$ cat src/rtl/seg7_scan_driver.sv
// Time-multiplexed hex 7-segment scan driver with shadow register, one-cycle
// anode dead time per slot and optional leading-zero blanking.
module seg7_scan_driver #(
  parameter int unsigned DIGITS     = 4,
  parameter int unsigned SCAN_DIV   = 1000,
  parameter bit          ACTIVE_LOW = 1'b0
) (
  input  logic                  CLK,
  input  logic                  RST,
  input  logic [4*DIGITS-1:0]   VALUE,
  input  logic [DIGITS-1:0]     DP_IN,
  input  logic                  LOAD,
  input  logic                  BLANK_LZ,
  output logic [6:0]            SEG,
  output logic                  DP,
  output logic [DIGITS-1:0]     AN
);

  localparam int unsigned CW = $clog2(SCAN_DIV);
  localparam int unsigned IW = (DIGITS > 1) ? $clog2(DIGITS) : 1;
  localparam logic [CW-1:0] CNT_MAX = CW'(SCAN_DIV - 1);
  localparam logic [IW-1:0] IDX_MAX = IW'(DIGITS - 1);

  logic [CW-1:0]          r_cnt;
  logic [IW-1:0]          r_idx;
  logic [4*DIGITS-1:0]    r_val;
  logic [DIGITS-1:0]      r_dp;
  logic                   r_blank;
  logic [6:0]             r_seg;
  logic                   r_dpo;
  logic [DIGITS-1:0]      r_an;

  logic [3:0]             w_nib;
  logic                   w_dpsel;
  logic                   w_blank_sel;
  logic                   w_sfx_zero;
  logic [DIGITS-1:0]      w_lz;
  logic [DIGITS-1:0]      w_onehot;

  function automatic logic [6:0] glyph(input logic [3:0] n);
    logic [6:0] g;
    case (n)
      4'h0: g = 7'h3F;  4'h1: g = 7'h06;  4'h2: g = 7'h5B;  4'h3: g = 7'h4F;
      4'h4: g = 7'h66;  4'h5: g = 7'h6D;  4'h6: g = 7'h7D;  4'h7: g = 7'h07;
      4'h8: g = 7'h7F;  4'h9: g = 7'h6F;  4'hA: g = 7'h77;  4'hB: g = 7'h7C;
      4'hC: g = 7'h39;  4'hD: g = 7'h5E;  4'hE: g = 7'h79;  default: g = 7'h71;
    endcase
    return g;
  endfunction

  always_comb begin
    w_nib       = '0;
    w_dpsel     = 1'b0;
    w_blank_sel = 1'b0;
    w_sfx_zero  = 1'b1;
    w_lz        = '0;
    w_onehot    = '0;
    // Walk from the most significant digit down: a digit is a leading zero
    // while every digit at or above it has a zero nibble and no decimal point.
    for (int unsigned k = 0; k < DIGITS; k++) begin
      w_sfx_zero = w_sfx_zero & (r_val[4*(DIGITS-1-k) +: 4] == 4'h0)
                              & ~r_dp[DIGITS-1-k];
      w_lz[DIGITS-1-k] = r_blank & w_sfx_zero & (k != DIGITS - 1);
    end
    for (int unsigned i = 0; i < DIGITS; i++) begin
      if (32'(r_idx) == i) begin
        w_nib       = r_val[4*i +: 4];
        w_dpsel     = r_dp[i];
        w_blank_sel = w_lz[i];
        w_onehot[i] = 1'b1;
      end
    end
  end

  always_ff @(posedge CLK) begin
    if (RST) begin
      r_cnt   <= '0;
      r_idx   <= '0;
      r_val   <= '0;
      r_dp    <= '0;
      r_blank <= 1'b0;
      r_seg   <= '0;
      r_dpo   <= 1'b0;
      r_an    <= '0;
    end else begin
      if (r_cnt == CNT_MAX) begin
        r_cnt <= '0;
        r_idx <= (r_idx == IDX_MAX) ? '0 : r_idx + 1'b1;
      end else begin
        r_cnt <= r_cnt + 1'b1;
      end

      if (LOAD) begin
        r_val   <= VALUE;
        r_dp    <= DP_IN;
        r_blank <= BLANK_LZ;
      end

      if (r_cnt == '0) begin
        r_seg <= '0;
        r_dpo <= 1'b0;
        r_an  <= '0;
      end else begin
        r_an  <= w_onehot;
        r_seg <= w_blank_sel ? 7'h00 : glyph(w_nib);
        r_dpo <= ~w_blank_sel & w_dpsel;
      end
    end
  end

  assign SEG = ACTIVE_LOW ? ~r_seg : r_seg;
  assign DP  = ACTIVE_LOW ? ~r_dpo : r_dpo;
  assign AN  = ACTIVE_LOW ? ~r_an  : r_an;

endmodule

$ cat config.mk
export PLATFORM = sky130hd
export DESIGN_NAME = seg7_scan_driver
export DESIGN_NICKNAME = d
export VERILOG_FILES = /design/src/rtl/seg7_scan_driver.sv
export SDC_FILE = /design/constraint.sdc
export NUM_CORES = 1
export LEC_CHECK = 0
export BUFFER_PORTS_ARGS = -buffer_cell sky130_fd_sc_hd__buf_2
export CORE_MARGIN = 1.5
export CORE_UTILIZATION = 35
export DETAILED_ROUTE_END_ITERATION = 16
export PLACE_DENSITY = 0.5
export SLEW_MARGIN = 20
export SYNTH_ARGS = -nofsm -noshare
export SYNTH_HDL_FRONTEND = slang
export SYNTH_SLANG_ARGS = --single-unit
$ cat constraint.sdc
create_clock -name CLK -period 2.9 [get_ports CLK]
set_input_delay 0.29 -clock CLK [delete_from_list [all_inputs] [get_ports CLK]]
set_output_delay 0.29 -clock CLK [all_outputs]
set_load 0.005 [all_outputs]
After elaboration in Yosys (flattened, before gate mapping)
Memory sizes are Yosys's and may differ from the RTL's. A register that Yosys moved wholly into a read port is not among the register bits.
Cells that the tools add are included.
{ "op_classes": {"addsub": 2, "eq_ne": 4, "n_mux": 16, "bitwise": 13, "n_reduce_logical": 8} }
{ "op_table": {"columns": ["operator", "count"], "rows": [
  ["4-bit two-way mux", 4],
  ["4-bit logical NOT", 3],
  ["1-bit two-way mux", 11],
  ["10-bit by 1-bit adder with 10-bit output (second input constant)", 1],
  ["10-bit == test (second input constant)", 1],
  ["10-bit logical NOT", 1],
  ["1-bit bitwise AND", 9],
  ["2-bit == test (second input constant)", 2],
  ["1-bit NOT", 4],
  ["2-bit OR reduction", 2],
  ["3-bit OR reduction", 1],
  ["2-bit by 1-bit adder with 2-bit output (second input constant)", 1],
  ["2-bit by 1-bit == test with 1-bit output (second input constant)", 1],
  ["2-bit logical NOT", 1],
  ["2-bit two-way mux", 1]
]} }
{ "totals": {"ff_bits": 38, "mem_bits_ro": 112, "output_inout_bits": 12, "word_cells": 51, "n_memories": 1} }
{ "mem_list": {"columns": ["memory", "depth", "word_bits", "read_ports", "rd_clocked_by_memory_dff", "wr", "line_no", "text"], "rows": [
  ["(no name shown)", 16, 7, 1, 1, 0, "42", "case (n)"]
]} }

Longest topological paths before layout
Gate-level depths: netlist of run 1.
{ "depth": {"depth_word": 12, "depth_mapped": 11, "mapped_depth_nobuf": 10} }

Worst setup path before layout of run 1
OpenSTA, ideal clock, no wires.
{ "synth_timing": {"path_kind": "flip-flop to flip-flop", "start": "register r_idx[0]", "end": "register r_seg[1] (netlist: SEG[1])", "setup_time_ps": 88, "arrival_time_ps": 2033, "t_required_ps": 2812, "path_slack_ps": 779, "path_stages_with_launch": 10, "period_less_slack_ps": 2121, "path_cell_list": "dfxtp_1 -> inv_1 -> ha_1 -> buf_2 -> a211oi_1 -> a211oi_4 -> ha_1 -> o21ai_0 -> a21oi_1 -> a311oi_2"} }
{ "synth_between": {"elab_chain_cells": 5, "word_cells_on_any_way": 12} }
{ "synth_rtl": {"columns": ["item", "line_no", "text"], "rows": [
  ["start, declared", "25", "logic [IW-1:0] r_idx;"],
  ["start signal, assigned", "88", "r_idx <= (r_idx == IDX_MAX) ? '0 : r_idx + 1'b1;"],
  ["2-bit by 1-bit == test with 1-bit output / 2-bit logical NOT (equally long branches)", "66", "if (32'(r_idx) == i) begin"],
  ["1-bit two-way mux / 4-bit two-way mux (equally long branches) (3 in a row)", "66", null],
  ["3-bit OR reduction (no line) / 4-bit two-way mux (equally long branches)", null, null],
  ["end, declared", "29", "logic [6:0] r_seg;"]
]} }
Several ways; a longest one is shown, not always the timed one.
A chain may end at the register's enable or synchronous reset.

Worst setup path after layout of run 1
Same ends and word-level chain as after synthesis.

==> results.yml, run 1 <==
die:
  fp.dieH_um: 82.32
  rows: 28
  initial_core_util_pct: 36.76
  core_area_sq_mm: 0.005991
  die_w_um: 82.32
  io_pins: 36
  die-area_sq_mm: 0.006777
cells_and_area:
  final_util_pct: 42.06
  final_common_cell: "dfxtp_1"
  antenna_cells: 0
  layout.nets: 294
  stdcell_area_sq_mm: 0.002520
  drive_gt1_share_pct: 21.71
  final_cell_mix: "dfxtp_1 (45), nor2_1 (43), buf_2 (35)"
  area_delta_synth_final_pct: 14.43
outcome:
  status: "complete, no violations"
synth:
  ys.warnings.count: 0
  syn_avg_cell_area_sq_um: 9.744
  synth.net_count: 263
  synth_area_sq_mm: 0.002202
  yosysSeqAreaShare_pct: 40.91
  synth_edf_count: 0
  synth_seq_cells: 45
  ys_types: 42
  synthFlopType: "dfxtp_1"
  netlist_instances: 226
  synthArstFlopShare_pct: 0
worst_setup_path:
  critPathKind: "reg2reg"
  r2r_slack_ns: 0.52
  critPathLaunchType: "flip-flop"
  crit_path_end_kind: "flip-flop"
  critPathRequiredTime_ns: 3.11
  r2r-end: "SEG[1]"
  reg2regPathDepth: 7
  cp_max_fo: 16
  r2r_start: "r_idx[0]"
  critical_path_arrival_ns: 2.60
detailed_routing:
  wl_per_cell_um: 12.82
  drc_errors: 0
  drtPass1Iterations: 4
  drt_iter0_markers: 58
  routed_via_density: 4.748
  vias: 1581
  routed_wl_um: 4268
  antenna_left: 0
cts:
  h-tree-depth: 2
  cts_made_buffers: 5
  postCtsSetupRepairBufs: 0
  cts_buffer_depth: 2
  cts-resized-gates: 0
  cts_tree: "yes"
  cts_root_buffer: "clkbuf_8"
  insertion_delay_ns: 0.29
  cts_sinks: 45
  clk_pin_slew_ns: 0.08
  ctsHoldBuffers: 0
placed_design:
  post-dp-hpwl_um: 3112
  place_area_sq_mm: 0.002404
  gp_congestion: 0.7687
  port_buffers: 35
power_and_ir_drop:
  total_power_mw: 1.310
  irDropWorstVdd_uv: 316.6
  powerDensity_mw_per_mm2: 520.0
  leakagePower_nw: 1.093
sta:
  drv_slew: 0
  tightest_slew_ns: 0.6521
  final_hold_viol_count: 0
  clock_skew_ns: 0.007121
  period_share_pct: 82.24
  rsz0062_at_grt: "false"
  slew_headroom_pct: 56.53
  whs_ns: 0.2280
  setup_viol: 0
  fin_crit_ns: 2.385
  fmax_mhz: 419.3
  setup-tns-final_ns: 0
global_route:
  antenna_found_initial: 0
  grt_use_total_pct: 13.82
  grt_max_degree: 28
  grt_pass1_wl_um: 7017
  grt-ovfl-total: 0
  first_global_vias: 1435
hold_path:
  hold_path_class: "in2reg"
  min_to: "r_dp[1]"
  hp-start: "DP_IN[1]"
  hold_path_depth: 3
run:
  maxCapViolations: 0
[metal layers]
| metal | routed length [um] | vias to the layer above | GRT usage, % |
|---|---|---|---|
| li1 | - | 830 | - |
| met1 | 2163 | 713 | 18.89 |
| met2 | 1871 | 31 | 20.98 |
| met3 | 170 | 7 | 3.297 |
| met4 | 62 | 0 | 5.085 |
| met5 | 0 | - | 0 |
[registers in the layout (all words and copies together), names as in the netlist]
signal and count:
AN 4, DP 1, SEG 7, r_blank 1
r_cnt 10, r_dp 4, r_idx 2, r_val 16
[synthesized netlist by cell type (all sizes together), types with 3 or more instances]
library cell | count | area [sq um]
buf | 6 | 48.79
mux2i | 25 | 250.2
xor2 | 5 | 43.79
nand3b | 5 | 62.56
nor2b | 3 | 18.77
inv | 9 | 33.78
nor3b | 3 | 27.52
xnor2 | 4 | 35.03
nand2 | 9 | 33.78
ha | 13 | 162.7
nor2 | 43 | 161.4
nor3 | 3 | 15.01
clkbuf | 5 | 18.77
and2 | 5 | 31.28
dfxtp | 45 | 900.9
o22ai | 4 | 25.02
a21oi | 7 | 35.03
nand4 | 3 | 18.77
a211oi | 6 | 80.07
[per-stage QoR]
stage | std cells | setup WS, ns
3_5_place_dp | 325 | 0.5600
2_1_floorplan | 226 | 0.7787
3_3_place_gp | 325 | 0.6165
5_1_grt | 333 | 0.3945
4_1_cts | 333 | 0.5177
6_report | 333 | 0.5150
[kinds of logic after synthesis]
family                   share of synthesized area (%)
AND/OR/NAND/NOR                                  20.34
flip-flops                                       40.91
AO/OA/AOI/OAI                                    11.82
multiplexers                                     11.36
buffers and inverters                            4.602
adder cells (fa/ha/maj)                          7.387
XOR/XNOR                                         3.579
[worst max-delay path by stage]
stage               startpoint  endpoint  slack (ns)  cells after the start
finish                r_idx[0]    SEG[1]        0.52                      7
global route          r_idx[0]    SEG[1]        0.39                      7
CTS                   r_idx[0]    SEG[1]        0.52                      7
detailed placement    r_idx[0]    SEG[1]        0.56                      7
global placement      r_idx[0]    SEG[1]        0.62                      7
floorplan             r_idx[0]    SEG[1]        0.78                      9
[worst max-delay path, cell delays in order, from the launching register on]
cell      delay (ns)
dfxtp_1         0.41
ha_1            0.51
a211oi_1        0.15
a211oi_4        0.43
ha_1            0.32
o21ai_0         0.17
a21oi_1         0.07
a311oi_2        0.25
[cell type report]
cell class | count | area [sq um]
Sequential cell | 45 | 900.9
Clock buffer | 7 | 86.33
Multi-Input combinational cell | 161 | 1200
Timing Repair Buffer | 35 | 175.2
Inverter | 9 | 33.78
Clock inverter | 1 | 30.03
Fill cell | 620 | 3471
Tap cell | 75 | 93.84
[power breakdown]
| part | switching, mW | total (mW) | internal (mW) |
|---|---|---|---|
| clock | 0.209 | 0.490 | 0.281 |
| sequential | 0.0212 | 0.672 | 0.651 |
| combinational | 0.0746 | 0.148 | 0.0738 |
No activity file was read; power rests on OpenSTA's default activity.
==> run 2, diff against run 1 <==
PLACE_DENSITY = 0.52   (was 0.5)
clock period = 1.9 ns   (was 2.9 ns; I/O delays follow)
==> run 2 against run 1 <==
  * The flow now finishes with violations (negative setup slack)
  * First-iteration DRC count fell by 33%
  * Hold slack got worse by 0.10 ns
  * Sequential share of layout area fell by 4.4 points
  * Global-route usage rose by 1.3 points
  * Critical path type unchanged
==> results.yml, run 2 (synthesis results as in run 1) <==
power_and_ir_drop:
  leakagePower_nw: 1.253
  internal-power_mw: 1.401
  comb_power_share_pct: 14.9
  pwr-share-seq_pct: 54.3
  powerDensity_mw_per_mm2: 650.6
  power_switching_share_pct: 25.76
  p_sw_mw: 0.4862
  clockPowerShare_pct: 30.8
  irDropWorstVdd_uv: 434.6
cells_and_area:
  stdcell_area_sq_mm: 0.002902
  largest_reg_flops: 16
  antenna_cells: 0
  regMostFlops: "r_val"
  final_cell_mix: "dfxtp_1 (43), nor2_1 (43), buf_2 (35)"
  area_delta_synth_final_pct: 31.76
  fill_cells: 606
  final_util_pct: 48.43
  drive_gt1_share_pct: 36.93
  layout.nets: 323
die:
  initial_core_util_pct: 36.76
  die_w_um: 82.32
  rows: 28
  core_area_sq_mm: 0.005991
  io_pins: 36
  fp.dieH_um: 82.32
  die-area_sq_mm: 0.006777
sta:
  fin_ws_ns: -0.03685
  slew_headroom_pct: 57.57
  tightest_slew_ns: 0.6365
  clock_skew_ns: 0.003305
  final_hold_viol_count: 0
  rsz0062_at_grt: "true"
  whs_ns: 0.1236
  fin_crit_ns: 1.937
  fmax_mhz: 516.3
  setup_viol: 3
  drv_slew: 0
  period_share_pct: 101.9
worst_setup_path:
  cp_num_buf_inv: 5
  path_delay_family: "buffers and inverters"
  slowest_delay_ns: 0.38
  crit_path_cell_trace: "buf_12 > ha_4 > buf_6 > a211oi_4 > a211oi_4 > buf_4 > buf_4 > buf_4 > a311oi_2"
  critPathRequiredTime_ns: 2.12
  critPathKind: "reg2reg"
  critPathMostFrequentCell: "buf_4"
  cp_slowest_cell: "dfxtp_4"
  crit_path_end_kind: "flip-flop"
  critical_path_arrival_ns: 2.15
  cp_max_fo: 7
  critPathLaunchType: "flip-flop"
cts:
  cts_made_buffers: 5
  cts_tree: "yes"
  ctsHoldBuffers: 0
  cts_sinks: 45
  cts_buffer_depth: 2
  h-tree-depth: 2
  cts_root_buffer: "clkbuf_8"
  insertion_delay_ns: 0.30
  clk_pin_slew_ns: 0.08
global_route:
  grt_max_degree: 27
  first_global_vias: 1611
  antenna_found_initial: 0
  grt_pass1_wl_um: 7610
  grt-ovfl-total: 0
  grt_use_total_pct: 15.13
detailed_routing:
  antenna_left: 0
  drtPass1Iterations: 4
  drt_iter0_markers: 39
  drc_errors: 0
  wl_per_cell_um: 12.87
  vias: 1683
  routed_wl_um: 4658
  routed_via_density: 4.649
placed_design:
  port_buffers: 35
  gp_congestion: 0.8329
  place_area_sq_mm: 0.002574
  post-dp-hpwl_um: 3392
  pre_cts_ws_ns: -0.06420
outcome:
  violations: "negative setup slack"
  status: "finished with violations"
hold_path:
  hold_path_class: "in2reg"
run:
  maxCapViolations: 0
-- run 2: cell count changes in the layout (fill, tap and decap cells not counted), sizes merged --
cell      change
buf          +29
clkinvlp      +1
bufinv        -1
-- run 2: area by class of cell --
type	count	area, sq um	share of cell area (%)
inverter	9	38.79	1.337
sequential	45	908.4	31.31
clock buffer	7	76.32	2.630
tap	75	93.84	3.234
timing repair buffer	64	429.2	14.79
multi-input combinational	161	1348	46.44
clock inverter	1	7.507	0.2587
-- run 2: what timing repair did --
action / CTS / global route
endpoints found under the setup margin: 6 / 7
gates cloned: 0 / 1
pin swaps: 5 / 9
resized for setup: 17 / 14
setup buffers: 4 / 8
-- run 2: power groups by stage --
stage,Clock (mW),Combinational [mW],Sequential (mW)
floorplan,0,0.163,1.04
global placement,0,0.254,1.05
detailed placement,0,0.257,1.05
CTS,0.607,0.271,1.03
global route,0.648,0.314,1.03
finish,0.582,0.281,1.02
-- run 2: final timing paths --
check,start,endpoint,slack (ns),cells past startpoint
min reg2reg,r_cnt[0],r_cnt[0],0.48,1
max reg2reg,r_idx[0],SEG[1],-0.04,9
min,VALUE[8],r_val[8],0.12,3
max,r_idx[0],SEG[1],-0.04,9
-- run 2: metrics by stage --
| stage | instances | TNS, ns | total power [mW] |
|---|---|---|---|
| after floorplan | 226 | -0.1181 | 1.204 |
| after global placement | 342 | -0.09200 | 1.303 |
| after detailed placement | 342 | -0.3030 | 1.304 |
| after CTS | 354 | -0.09776 | 1.903 |
| after global routing | 362 | -0.5606 | 1.995 |
| final | 362 | -0.06939 | 1.888 |
-- run 2: metal layers --
metal | vias up | global-route usage (%) | routed length [um]
met5 | - | 0 | 0
met4 | 0 | 4.576 | 59
met3 | 5 | 4.176 | 160
met2 | 25 | 23.58 | 2199
met1 | 765 | 20.24 | 2239
li1 | 888 | - | -
-- run 2: tightest hold or removal path, stage by stage --
cell	delay (ns)
buf_2	0.07
mux2i_1	0.05
nor2_1	0.07
